[config.mk]
export PLATFORM = sky130hd
export DESIGN_NAME = ex_alu_muldiv
export DESIGN_NICKNAME = d
export VERILOG_FILES = /design/src/rtl/ex_alu_muldiv.sv
export SDC_FILE = /design/constraint.sdc
export NUM_CORES = 1
export LEC_CHECK = 0
export CORE_MARGIN = 2
export CORE_UTILIZATION = 30
export CTS_CLUSTER_DIAMETER = 30
export DETAILED_ROUTE_END_ITERATION = 10
export PLACE_DENSITY = 0.62
export SLEW_MARGIN = 0
export SYNTH_ARGS = -nofsm -noshare
export SYNTH_HDL_FRONTEND = slang
export SYNTH_SLANG_ARGS = --single-unit
[constraint.sdc]
create_clock -name clk -period 7.08 [get_ports clk]
set_input_delay 1.416 -clock clk [delete_from_list [all_inputs] [get_ports clk]]
set_output_delay 1.416 -clock clk [all_outputs]
set_load 0.05 [all_outputs]
[src/rtl/ex_alu_muldiv.sv]
// ex_alu_muldiv: EX stage operand select, single-cycle ALU and iterative unsigned mul/div
// Ports: clk/rst (sync, active-high), flush; alu_src1/alu_src2/alu_op/alu_op_chosen pick operands and
// ALU function; md_valid/md_op launch MUL/MULHU/DIVU/REMU; rs1_data/rs2_data/pc/imm operands;
// result toward EX/MEM, store_data = rs2_data, ex_stall holds upstream stages, md_busy marks RUN.
module ex_alu_muldiv #(
  parameter int XLEN     = 32,
  parameter int MD_ITERS = 32
) (
  input  logic            clk,
  input  logic            rst,
  input  logic            flush,
  input  logic [1:0]      alu_src1,
  input  logic [1:0]      alu_src2,
  input  logic [2:0]      alu_op,
  input  logic            alu_op_chosen,
  input  logic            md_valid,
  input  logic [1:0]      md_op,
  input  logic [XLEN-1:0] rs1_data,
  input  logic [XLEN-1:0] rs2_data,
  input  logic [XLEN-1:0] pc,
  input  logic [XLEN-1:0] imm,
  output logic [XLEN-1:0] result,
  output logic [XLEN-1:0] store_data,
  output logic            ex_stall,
  output logic            md_busy
);
  localparam int CW = $clog2(MD_ITERS);
  localparam int SW = $clog2(XLEN);
  localparam logic [1:0] IDLE = 2'd0, RUN = 2'd1, DONE = 2'd2;
  logic [XLEN-1:0] op_a, op_b, alu_y, sra_y;
  logic [SW-1:0] shamt;
  logic [1:0] state_q, state_d, op_q, op_d;
  logic [CW-1:0] cnt_q, cnt_d;
  logic [XLEN-1:0] m_q, m_d;
  logic [2*XLEN-1:0] p_q, p_d, mul_step, div_step;
  logic [XLEN:0] msum, dr, dsub;
  assign op_a  = alu_src1 == 2'b00 ? rs1_data : alu_src1 == 2'b01 ? pc : '0;
  assign op_b  = alu_src2 == 2'b00 ? rs2_data : alu_src2 == 2'b01 ? imm : XLEN'(4);
  assign shamt = op_b[SW-1:0];
  assign sra_y = $signed(op_a) >>> shamt;
  always_comb begin
    alu_y = op_a + op_b;
    case (alu_op)
      3'b000: alu_y = alu_op_chosen ? op_a - op_b : op_a + op_b;
      3'b001: alu_y = op_a << shamt;
      3'b010: alu_y = {{(XLEN-1){1'b0}}, $signed(op_a) < $signed(op_b)};
      3'b011: alu_y = {{(XLEN-1){1'b0}}, op_a < op_b};
      3'b100: alu_y = op_a ^ op_b;
      3'b101: alu_y = alu_op_chosen ? sra_y : op_a >> shamt;
      3'b110: alu_y = op_a | op_b;
      3'b111: alu_y = op_a & op_b;
    endcase
  end
  // p_q holds {hi, lo}: product accumulator for multiply, {remainder, dividend/quotient} for divide
  assign msum     = {1'b0, p_q[2*XLEN-1:XLEN]} + (p_q[0] ? {1'b0, m_q} : '0);
  assign mul_step = {msum, p_q[XLEN-1:1]};
  assign dr       = {p_q[2*XLEN-1:XLEN], p_q[XLEN-1]};
  assign dsub     = dr - {1'b0, m_q};
  assign div_step = dsub[XLEN] ? {dr[XLEN-1:0], p_q[XLEN-2:0], 1'b0} : {dsub[XLEN-1:0], p_q[XLEN-2:0], 1'b1};
  always_comb begin
    state_d = state_q;
    cnt_d   = cnt_q;
    op_d    = op_q;
    m_d     = m_q;
    p_d     = p_q;
    if (state_q == IDLE && md_valid) begin
      state_d = RUN;
      cnt_d   = '0;
      op_d    = md_op;
      m_d     = md_op[1] ? op_b : op_a;
      p_d     = {{XLEN{1'b0}}, md_op[1] ? op_a : op_b};
    end else if (state_q == RUN) begin
      p_d     = op_q[1] ? div_step : mul_step;
      cnt_d   = cnt_q + CW'(1);
      state_d = cnt_q == CW'(MD_ITERS-1) ? DONE : RUN;
    end else if (state_q == DONE) begin
      state_d = IDLE;
    end
    if (flush) begin
      state_d = IDLE;
      cnt_d   = '0;
    end
  end
  always_ff @(posedge clk) begin
    if (rst) begin
      state_q <= IDLE;
      cnt_q   <= '0;
      op_q    <= '0;
      m_q     <= '0;
      p_q     <= '0;
    end else begin
      state_q <= state_d;
      cnt_q   <= cnt_d;
      op_q    <= op_d;
      m_q     <= m_d;
      p_q     <= p_d;
    end
  end
  assign md_busy    = state_q == RUN;
  assign ex_stall   = ~rst & ~flush & ((state_q == IDLE & md_valid) | md_busy);
  assign store_data = rs2_data;
  assign result     = rst ? '0 : (state_q == DONE & ~flush) ? (op_q[0] ? p_q[2*XLEN-1:XLEN] : p_q[XLEN-1:0]) : alu_y;
endmodule

* After elaboration in Yosys (flattened, before gate mapping)
Cells that the tools add are included.
** Cells by class
- Eq/ne operators :: 12
- Shifts and indexed selects :: 3
- Reduce and logical (&&, ||, !) cells :: 11
- Add/subtract/negate cells :: 5
- Magnitude comparators :: 2
- Bitwise operators :: 10
- Muxes and demuxes :: 21
** Operator list (number)
- two-way mux 32 bit :: 14
- case mux 32 bit (8 select lines) :: 1
- two-way mux 64 bit :: 2
- < comparator 32 bit :: 2
- adder 32 x 32 -> 33 bit :: 1
- subtractor 33 x 32 -> 33 bit :: 1
- adder 32 bit :: 1
- AND 32 bit :: 1
- OR 32 bit :: 1
- left shift 32 x 5 -> 32 bit :: 1
- right shift 32 x 5 -> 32 bit :: 1
- >>> shifter 32 x 5 -> 32 bit :: 1
- subtractor 32 bit :: 1
- XOR 32 bit :: 1
- == test 3 bit (second input constant) :: 4
- == test 2 x 1 -> 1 bit (second input constant) :: 3
- == test 3 x 2 -> 1 bit (second input constant) :: 2
- zero test 2 bit :: 3
- two-way mux 2 bit :: 3
- adder 5 x 1 -> 5 bit (second input constant) :: 1
- == test 5 bit (second input constant) :: 1
- AND 1 bit :: 4
- nonzero test 2 bit :: 2
- OR reduction 2 bit :: 2
- 9 further kinds :: 10
** Storage, ports and cells
- Bits of input ports :: 142
- Register bits :: 105

* Longest topological paths before layout
- Word-level depth :: 8
- Depth in mapped cells :: 22
- Mapped depth without buffers :: 17

* Least setup slack after synthesis
No wires, ideal clock.
- Kind :: in2out
- Start point :: input port alu_src2[0]
- End point :: output port result[16]
- Required time :: 5.664 ns
- Stages on the path :: 22
- Arrival :: 7.164 ns
- Setup slack :: -1.500 ns
- Buffers on the path :: 5
- Path through :: buf_4 -> mux2i_2 -> or2_1 -> buf_4 -> inv_4 -> buf_6 -> buf_6 -> buf_2 -> ha_1 -> inv_1 -> fa_1 -> or2_0 -> a221oi_1 -> a31oi_1 -> and2_1 -> o21bai_1 -> a31oi_1 -> nor2_1 -> o31ai_1 -> xnor2_1 -> nor2_1 -> a2111oi_0
** Between the ends
- Word-level cells in the longest chain between the ends :: 8
** Ends and longest elaborated chain
- from (decl) :: RTL line 13 : input logic [1:0] alu_src2,
- == test 2 x 1 -> 1 bit :: RTL line 38 : assign op_b = alu_src2 == 2'b00 ? rs2_data : alu_src2 == 2'b01 ? imm : XLEN'(4);
- two-way mux 32 bit :: RTL line 38
- two-way mux 32 bit (*) :: RTL line 38
- adder 32 bit, or another cell as far along :: RTL line 44 : 3'b000: alu_y = alu_op_chosen ? op_a - op_b : op_a + op_b;
- two-way mux 32 bit, on equally long branches :: RTL line 44, 49
- case mux 32 bit (8 select lines) (*) :: RTL line 43 : case (alu_op)
- two-way mux 32 bit (*) (2 in a row) :: RTL line 102 : assign result = rst ? '0 : (state_q == DONE & ~flush) ? (op_q[0] ? p_q[2*XLEN-1:XLEN] : p_q[XLEN-1:0]) : alu_y ...
- to (decl) :: RTL line 22 : output logic [XLEN-1:0] result,
Mark *: on every way between the ends. The rest lies on a longest branch, timed or not.

* Worst setup path in the final report
- Start point :: input port rs2_data[5]
- End point :: output port result[0]
** Between the ends
- Word-level cells in the longest chain between the ends :: 5
** Ends and longest elaborated chain
- from (decl) :: RTL line 19 : input logic [XLEN-1:0] rs2_data,
- two-way mux 32 bit (*) :: RTL line 38
- < comparator 32 bit, on equally long branches :: RTL line 47, 46
- case mux 32 bit (8 select lines) (*) :: RTL line 43
- two-way mux 32 bit (*) (2 in a row) :: RTL line 102
Marks and branches as above.

==> results.md <==
* Status: finished with violations
* Failing checks: setup timing
* # diodes at 0
* # port buffers at 207
* Share of layout cells above drive strength 1 at 12.35%
* Power, Total at 3.053 mW
* R2r setup slk at 2750 ps
* Drc violations at 0
* Core area at 62970 um2
* Yosys warns at 0
* Crit path depth at 15
* Grt ovf at 0
* Clk_skew at 9.611 ps
* Post-DP HPWL at 63680 um
* Worst Path Required at 5660 ps
* CTS tree: built
* Final WL at 80310 um
* FF-to-FF Start: p_q[31]$_SDFFE_PP0P_
* Clock-pin slew of the registers on the worst-case setup and hold paths at 70 ps
* Nets at 3222
* Fmax at 140.8 MHz
* IO Count at 208
* Area Growth Syn to Fin at 23.67%
* Die area at 65510 um2
* Hold Slack at 490.8 ps
* Post-synth EDFFs at 0
* Critical path's top delay family: compound AO/OA/AOI/OAI gates
* Crit start category: input port
* First-pass GRT wire length at 121200 um
* Crit Path Class: in2out
* CP endpoint kind: output port
* Initial Util at 30.24%
* Final setup TNS at -22.55 ps
* Mapped Area at 19040 um2
* Routed vias/inst at 5.697
* Clock buffers created by TritonCTS at 9
* Global Route Usage Sum at 23.51%
* Num rows at 92
* Crit path from: rs2_data[5]
* Area leader, netlist: mux2i_1
* Drt wl/cell at 21.36 um
* Seq/Total Area, Yosys at 11.04%
* Hold Path Cell Cnt at 2
* CTS Hold Buffers Added at 0
* Max cap viols at 0
* Yosys top cell area share at 12.93%
* CP Data Arrival Time at 5690 ps
* Vias in the first global route at 19740
* FFs w/ async S/R, synth at 0%
* Critical Path Fanout Max at 4
* Yosys cell types at 92
* Worst-Margin Slew at 1105 ps
* Min Tclk post-route at 7103 ps
* Worst setup margin at -22.55 ps
* DR iter-0 viols at 2342
* Drt pass-1 iters at 6
* Clock Path Buffers at 2
* Min-delay worst type: reg2reg
* Clock Sinks at 105
* # setup viols final at 1
* Via Count at 21420
* Post-synth net total at 3047
* Crit-path slowest cell: clkdlybuf4s50_1
* Worst r2r path cells at 16
* Peak VDD IR at 127.8 uV
* End point of the critical path: result[0]
* Max stage delay on crit path at 470 ps
* Final Hold Vio Count at 0
* Unrepaired setup endpoints after global routing: true
* Post-Syn Area per Cell at 6.962 um2
* Post-place instance area at 22940 um2
* Root Buffer: clkbuf_16
* Most common cell on crit path: o41ai_4
* Clk_lat worst skew at 370 ps
* Initial antenna violation count at 0
* Die Wd at 255.9 um
* RR Endpoint: p_q[32]$_SDFFE_PP0P_
* Worst Path Buf+Inv at 3
* Largest net degree at the start of global routing at 95
* Post-layout util at 37.40%
* DIE HEIGHT at 255.9 um
* Fin area at 23550 um2
* Critical Path, Cell by Cell: clkdlybuf4s50_1, mux2i_1, nor2_2, inv_1, ha_1, o41ai_4, nand2_2, a31oi_4, o211a_1, o41ai_4, a221o_1, o41a_1, o311a_4, a211oi_4, buf_6
* Routed Antenna Nets at 0
* Filler cell count at 6651
* Synth Flop Type: dfxtp_1
* Pleak at 9.585 nW
* H-tree levels at 3
* Final Wtd Congestion at 1.016
* Cells after synthesis at 2735
* PwrDens at 129.6 nW/um2
* Slew Limit Fails at 0
* Ranking of synthesized cells by area: mux2i_1 (13%), dfxtp_1 (11%), ha_1 (11%), a211oi_1 (7.2%), a21oi_1 (7.0%)
* Synthesized flop and latch total at 105
* Slew margin rel. at 25.55%
* Period Utilization, post-route at 100.3%
stage by stage:
stage                     setup slack, ps  cells
after floorplan                    -134.5   2735
after global placement             -302.7   3740
after detailed placement           -333.0   3740
after CTS                           5.188   3760
after global routing               -56.48   3760
final                              -22.55   3760
sequential cells by signal (all words and copies together), names as in the netlist:
register  count
cnt_q         5
m_q          32
op_q          2
p_q          64
state_q       2
Yosys cell counts, drive strengths merged, types with 33 or more instances:
master	instances
a211oi	190
a21oi	269
and2	42
buf	101
clkbuf	144
dfxtp	105
ha	166
inv	146
mux2i	250
nand2	231
nor2	323
nor3	36
o211ai	33
o21ai	203
xnor2	55
where the power goes:
| group | internal [mW] | leakage (nW) | switching [mW] | total (mW) |
|---|---|---|---|---|
| Combinational | 0.730 | 8.57 | 1.12 | 1.85 |
| Sequential | 0.627 | 0.863 | 0.0395 | 0.667 |
| Clock | 0.279 | 0.148 | 0.259 | 0.538 |
| Total | 1.64 | 9.59 | 1.42 | 3.05 |
timing repair:
item	4_1_cts	5_1_grt
endpoints found under the setup margin	8	11
gates resized for setup	48	17
pin swaps	20	3
setup buffers	6	0
per-layer routing:
layer | GRT usage, % | routed length, um | vias up
li1 | - | - | 10260
met1 | 34.15 | 36630 | 9981
met2 | 35.79 | 34200 | 1042
met3 | 2.763 | 6755 | 138
met4 | 7.635 | 2720 | 0
met5 | 0 | 0 | -
worst min-delay path by stage:
stage / startpoint / to / slack, ps
2_1_floorplan: m_q[10]$_SDFFE_PP0P_ / m_q[10]$_SDFFE_PP0P_ / 460
3_3_place_gp: m_q[17]$_SDFFE_PP0P_ / m_q[17]$_SDFFE_PP0P_ / 470
3_5_place_dp: m_q[26]$_SDFFE_PP0P_ / m_q[26]$_SDFFE_PP0P_ / 480
4_1_cts: m_q[15]$_SDFFE_PP0P_ / m_q[15]$_SDFFE_PP0P_ / 490
5_1_grt: m_q[15]$_SDFFE_PP0P_ / m_q[15]$_SDFFE_PP0P_ / 510
6_report: m_q[9]$_SDFFE_PP0P_ / m_q[9]$_SDFFE_PP0P_ / 490
cells in the final DEF, fill, tap and decap left out, types with 13 or more instances in the layout:
cell | synthesis | routed
a221oi_1 | 21 | 18
o21a_1 | 16 | 16
a21oi_1 | 267 | 263
o21bai_1 | 13 | 13
mux2i_1 | 246 | 240
nor2b_1 | 15 | 14
o221ai_1 | 13 | 13
and3_1 | 13 | 13
o211ai_1 | 33 | 33
xnor2_1 | 55 | 55
and2_1 | 42 | 42
nor2_1 | 323 | 317
nand3_1 | 31 | 31
o21ai_0 | 178 | 178
buf_4 | 37 | 200
buf_12 | 0 | 35
dfxtp_1 | 105 | 103
nor3_1 | 35 | 35
a31oi_1 | 22 | 20
a21o_1 | 30 | 30
o21ai_1 | 25 | 24
o31ai_1 | 14 | 14
nand2b_1 | 27 | 26
clkdlybuf4s50_1 | 0 | 157
ha_1 | 166 | 160
nand2_1 | 231 | 229
inv_1 | 144 | 142
xor2_1 | 29 | 29
a211oi_1 | 183 | 180
worst min-delay path, stage by stage, from the launching register on:
cell,delay [ps]
dfxtp_1,310
inv_1,70
a211oi_1,60
kinds of logic after synthesis:
family                     after synthesis  synth area share, %
AOI/OAI and AO/OA                      956                33.08
and+or+nand+nor                        764                17.55
buffers and inverters                  393                9.061
muxes                                  263                14.08
adders and majority gates              170                11.33
DFF                                    105                11.04
xor gates and xnor gates                84                3.864
layout make-up:
class | instances | area [um2] | area share (%)
Inverter | 148 | 560.5 | 2.380
Clock inverter | 6 | 76.32 | 0.3241
Multi-Input combinational cell | 2237 | 15610 | 66.28
Timing Repair Buffer | 409 | 3913 | 16.61
Clock buffer | 9 | 225.2 | 0.9563
Sequential cell | 105 | 2107 | 8.947
Tap cell | 846 | 1059 | 4.495
Note: power is estimated with default switching activity, not from simulation.
